## src/rtl/usb_tx_bitstuffer.sv

```systemverilog
// USB full-speed transmit serialiser with bit stuffing, feeding the NRZI encoder.
// Optional stuffed-bit counter output is enabled by defining USB_STUFF_CNT_EN.
module usb_tx_bitstuffer #(
  parameter int CLK_DIV    = 4,
  parameter int ONES_LIMIT = 6
) (
  input  logic       clk,
  input  logic       rst,
  input  logic       tx_valid,
  input  logic [7:0] tx_data,
  input  logic       tx_last,
  output logic       tx_ready,
  output logic       bit_valid,
  output logic       bit_out,
  output logic       tx_active,
  output logic       tx_done,
  output logic       tx_err
`ifdef USB_STUFF_CNT_EN
  ,
  output logic [7:0] stuff_cnt
`endif
);

  localparam int            OW       = $clog2(ONES_LIMIT + 1);
  localparam logic [OW-1:0] LIM      = OW'(ONES_LIMIT);
  localparam logic [4:0]    DIV_LAST = 5'(CLK_DIV - 1);

  typedef enum logic [1:0] {IDLE, SHIFT, STUFF, FINISH} state_t;

  state_t        state;
  logic [7:0]    hold, sh;
  logic          hold_last, hold_full, cur_last, empty, last_taken, final_sent;
  logic [2:0]    idx;
  logic [OW-1:0] ones;
  logic [4:0]    div;

  logic          tick, accept, start, underrun, reload, consume, stuff_now, src_last;
  logic [7:0]    src;
  logic [2:0]    eff_idx;
  logic [OW-1:0] ones_n;

  assign tx_ready  = rst && !hold_full && !last_taken;
  assign accept    = tx_valid && tx_ready;
  assign tick      = (state != IDLE) && (div == 5'd0);
  assign start     = (state == IDLE) && (hold_full || accept);
  // When the shifter is exhausted, the next byte is taken straight from hold.
  assign src       = empty ? hold : sh;
  assign src_last  = empty ? hold_last : cur_last;
  assign eff_idx   = empty ? 3'd0 : idx;
  assign ones_n    = src[0] ? ones + 1'b1 : '0;
  assign stuff_now = (ones_n == LIM);
  assign underrun  = tick && (state == SHIFT) && empty && !hold_full;
  assign reload    = tick && (state == SHIFT) && !empty && (idx == 3'd7) && !cur_last && hold_full;
  assign consume   = reload || (tick && (state == SHIFT) && empty && hold_full)
                     || ((state == IDLE) && hold_full);

  always_ff @(posedge clk or negedge rst) begin
    if (!rst) begin
      state      <= IDLE;
      hold       <= '0;
      hold_last  <= 1'b0;
      hold_full  <= 1'b0;
      sh         <= '0;
      idx        <= '0;
      cur_last   <= 1'b0;
      empty      <= 1'b0;
      last_taken <= 1'b0;
      final_sent <= 1'b0;
      ones       <= '0;
      div        <= '0;
      bit_valid  <= 1'b0;
      bit_out    <= 1'b1;
      tx_active  <= 1'b0;
      tx_done    <= 1'b0;
      tx_err     <= 1'b0;
    end else begin
      bit_valid <= 1'b0;
      tx_done   <= 1'b0;
      tx_err    <= 1'b0;
      div       <= (state == IDLE || div == DIV_LAST) ? 5'd0 : div + 1'b1;

      if (accept && state != IDLE) begin
        hold      <= tx_data;
        hold_last <= tx_last;
        hold_full <= 1'b1;
      end else if (consume) begin
        hold_full <= 1'b0;
      end

      case (state)
        IDLE: begin
          tx_active <= hold_full || accept;
          if (start) begin
            sh         <= hold_full ? hold : tx_data;
            cur_last   <= hold_full ? hold_last : tx_last;
            idx        <= '0;
            empty      <= 1'b0;
            ones       <= '0;
            final_sent <= 1'b0;
            state      <= SHIFT;
          end
        end
        SHIFT: if (tick) begin
          if (underrun) begin
            tx_err     <= 1'b1;
            last_taken <= 1'b0;
            state      <= IDLE;
          end else begin
            bit_valid <= 1'b1;
            bit_out   <= src[0];
            ones      <= ones_n;
            if (eff_idx == 3'd7) begin
              if (cur_last) begin
                final_sent <= 1'b1;
                state      <= stuff_now ? STUFF : FINISH;
              end else begin
                if (hold_full) begin
                  sh       <= hold;
                  cur_last <= hold_last;
                  idx      <= '0;
                end else begin
                  empty    <= 1'b1;
                end
                state <= stuff_now ? STUFF : SHIFT;
              end
            end else begin
              sh       <= {1'b0, src[7:1]};
              idx      <= eff_idx + 3'd1;
              cur_last <= src_last;
              empty    <= 1'b0;
              state    <= stuff_now ? STUFF : SHIFT;
            end
          end
        end
        STUFF: if (tick) begin
          bit_valid <= 1'b1;
          bit_out   <= 1'b0;
          ones      <= '0;
          state     <= final_sent ? FINISH : SHIFT;
        end
        FINISH: if (tick) begin
          tx_done    <= 1'b1;
          last_taken <= 1'b0;
          state      <= IDLE;
        end
        default: state <= IDLE;
      endcase

      // A final byte accepted on an underrun cycle must still block the next packet.
      if (accept && tx_last) last_taken <= 1'b1;
    end
  end

`ifdef USB_STUFF_CNT_EN
  always_ff @(posedge clk or negedge rst) begin
    if (!rst) begin
      stuff_cnt <= '0;
    end else if (start) begin
      stuff_cnt <= '0;
    end else if (state == STUFF && tick && stuff_cnt != 8'hFF) begin
      stuff_cnt <= stuff_cnt + 8'd1;
    end
  end
`endif

endmodule
```

## config.mk

```make
export PLATFORM = sky130hd
export DESIGN_NAME = usb_tx_bitstuffer
export DESIGN_NICKNAME = d
export VERILOG_FILES = /design/src/rtl/usb_tx_bitstuffer.sv
export SDC_FILE = /design/constraint.sdc
export NUM_CORES = 1
export LEC_CHECK = 0
export CAP_MARGIN = 10
export CELL_PAD_IN_SITES_DETAIL_PLACEMENT = 0
export CELL_PAD_IN_SITES_GLOBAL_PLACEMENT = 2
export CORE_AREA = 3 3 68 96
export DETAILED_ROUTE_END_ITERATION = 6
export DIE_AREA = 0 0 71 99
export DONT_BUFFER_PORTS = 1
export GPL_TIMING_DRIVEN = 1
export PLACE_DENSITY_LB_ADDON = 0.1
export SLEW_MARGIN = 10
export SYNTH_ARGS = -nofsm -noshare
export SYNTH_HDL_FRONTEND = slang
export SYNTH_SLANG_ARGS = --single-unit
```

## constraint.sdc

```tcl
create_clock -name clk -period 2.5 [get_ports clk]
set_clock_uncertainty 0.15 [all_clocks]
set_input_delay 0.5 -clock clk [delete_from_list [all_inputs] [get_ports clk]]
set_output_delay 0.5 -clock clk [all_outputs]
set_load 0.01 [all_outputs]
```

==> results.txt <==
core area: 5780 um^2
Die Height: 99 um
Filler Cells Inserted: 579
post-synthesis sequential area ratio: 0.428
global placement routability congestion: 0.792
dpl cell area: 2390 um^2
H-tree Lvls: 2
Hold Violations, Final: 0
Hold Path Origin: tx_data[5]
post-route cell area: 2510 um^2
Overall Power: 3.13 mW
Area Overhead vs Synth: 7.10%
Post-Syn Area: 2340 um^2
crit path launch: state[0]$_DFFE_PN0P_
Worst EP arrival: 2.21 ns
setup violators final: 0
area of the multi-input gates: 1200 um^2
die area: 7030 um^2
Max Slew Vio Count: 0
first-pass GRT wire length: 8800 um
num rows: 33
Worst-Skew Late Latency: 0.29 ns
initial antenna violation count: 0
CTS Buf Count: 5
family with the most delay on the worst path: compound AO/OA/AOI/OAI gates
CTS Buffer Depth: 2
period utilization: 0.866
via count: 1,673
Antenna Nets Post-Route: 0
run status: complete, no violations
Setup Buffers After CTS: 0
post-place setup slack: 0.342 ns
1st-iter DRT viols: 100
upper clock frequency limit: 462 MHz
drt drc: 0
Post-Route WL: 5000 um
Max Cap Viol: 0
Die W: 71 um
hold buffer count at CTS: 2
Clock transition at path regs: 0.07 ns
DP Cell Count: 300
endpoint type of the worst setup path: flip-flop
yosys warns: 0
IO Pins: 18
FF+latch area: 1000 um^2
CTS Sinks: 40
Buf/Inv on CP: 2
Synth Instances: 233
CP startpoint kind: flip-flop
routed len/inst: 16.1 um
HPWL after DPL: 3550 um
Worst slew margin: 0.718
Initial Util: 0.405
final worst-path setup slack: 0.335 ns
largest net degree at the start of global routing: 41
Setup CP Type: flip-flop to flip-flop
CTS resizes: 0
CP peak stage delay: 0.42 ns
Setup TNS: 0 ns
Post-Layout Cell Count: 310
Root Buffer: clkbuf_8
crit path cell chain: inv_1 > ha_1 > nor2b_2 > nand3_2 > a211o_1 > buf_4 > o31ai_1
EDFF count, synth: 0
share of cells above drive strength 1: 0.192
Min-Delay Path Class: primary input to flip-flop
Netlist cell types: 46
LEAKAGE: 1.12 nW
n_diodes: 0
Post-synth ARST share: 1.00
vias in the first global route: 1,733
Final min period: 2.17 ns
CP Max Fanout: 22
CTS tree: yes
first-pass detailed-route iteration total: 4
Syn Nets: 255
Worst EP required: 2.55 ns
Top FF cell, synth: dfrtp_1
syn_area_per_cell: 10.1 um^2
slowest CP cell: dfrtp_1
PwrDens: 1250 nW/um^2
grt total ovfl: 0
Seq cells post-synth: 40
Worst Max-Slew Pin Slew: 0.421 ns
Nets: 261
RR Startpoint: state[0]$_DFFE_PN0P_
peak supply drop: 0.540 mV
RSZ-0062 raised after global routing: no
port bufs: 0
gr usage total: 0.158
routed vias/inst: 5.40
cell usage in the layout (no fill, tap or decap), drive strengths merged:
cell,synthesis,layout
a22o,1,1
o22a,1,1
nand2b,2,2
nand2,25,25
nand3b,1,1
a221oi,1,1
a22oi,3,3
nor3,4,4
mux2,10,10
o31ai,2,2
a41oi,1,1
ha,10,10
a221o,1,1
nor2b,7,7
a21o,1,1
xor2,3,3
nor2,22,22
inv,9,9
and3,2,2
a41o,1,1
a21oi,13,13
nand3,5,5
dlygate4sd3,0,1
dfstp,1,1
o31a,1,1
a211o,1,1
xnor2,1,1
o21a,1,1
nor3b,2,2
o211a,1,1
and2,1,1
mux2i,18,18
o21ai,26,26
clkbuf,1,8
o2bb2ai,1,1
buf,11,10
dfrtp,39,39
a31oi,3,3
worst register-to-register path, cell delays in order (launching register included):
cell and delay, ns:
dfrtp_1 0.42, inv_1 0.12, ha_1 0.25, nor2b_2 0.24
nand3_2 0.14, a211o_1 0.31, buf_4 0.22, o31ai_1 0.22
path summary, 6_finish.rpt:
path / to / slack, ns / depth (start not counted)
max: idx[0]$_DFFE_PN0P_ / 0.33 / 7
min: hold[5]$_DFFE_PN0P_ / 0.21 / 1
max reg2reg: idx[0]$_DFFE_PN0P_ / 0.33 / 7
min reg2reg: div[0]$_DFF_PN0_ / 0.33 / 1
max in group asynchronous: bit_out$_DFFE_PN1P_ / 1.38 / 2
min in group asynchronous: tx_err$_DFF_PN0_ / 0.56 / 2
cell usage after synthesis (2+ instances only):
library cell   n  area share
inv_1          9       0.014
a21oi_1       12       0.026
o21ai_1        2      0.0043
mux2_2        10       0.048
nand2b_1       2      0.0053
nand2_1       25       0.040
dfrtp_1       39        0.42
nor2_1        22       0.035
ha_1          10       0.053
nor3_1         2      0.0043
buf_2          3      0.0064
a31oi_1        3      0.0080
nor2b_2        2      0.0075
buf_6          7       0.034
nor2b_1        5       0.013
nor3b_1        2      0.0064
o21ai_2        9       0.034
a22oi_1        3      0.0096
xor2_1         3       0.011
o21ai_0       15       0.032
nand3_1        4      0.0085
o31ai_1        2      0.0064
and3_2         2      0.0064
mux2i_1       18       0.077
stage by stage:
stage          hold WS (ns)   util
2_1_floorplan        0.0544      -
3_3_place_gp         0.0556  0.413
3_5_place_dp         0.0557  0.413
4_1_cts               0.194  0.434
5_1_grt               0.187  0.434
6_report              0.208  0.434
logic make-up after synthesis:
kind of cell	synth area share
adders and majority gates	0.0534
AOI/OAI and AO/OA	0.169
DFF	0.428
and+or+nand+nor	0.149
xor gates and xnor gates	0.0150
buffers and inverters	0.0609
muxes	0.125
routing by layer:
metal  part of all wire  up-vias  global-route usage  wire (um)
met4              0.019        0              0.0724         95
met5                  0        -                   0          0
met1               0.41      805               0.194       2060
met3              0.030        8              0.0306        150
met2               0.54       27               0.266       2690
li1                   -      833                   -          -
registers in the layout, indices dropped and copies added (netlist names), 2 cells and up:
register,count
ones,3
sh,8
idx,3
hold,8
div,5
state,2
cell type report:
| cell class | instances | area share |
|---|---|---|
| well taps | 70 | 0.0349 |
| clock buffers | 8 | 0.0359 |
| repair buffers | 11 | 0.0389 |
| multi-input cells | 172 | 0.478 |
| flip-flops and latches | 40 | 0.399 |
| inverters | 9 | 0.0135 |
report_power, final:
| group | switching [mW] | internal [mW] |
|---|---|---|
| Combinational | 0.869 | 0.659 |
| Sequential | 0.250 | 0.909 |
| Clock | 0.220 | 0.225 |
| Total | 1.34 | 1.79 |
(Power assumes the default switching activity.)
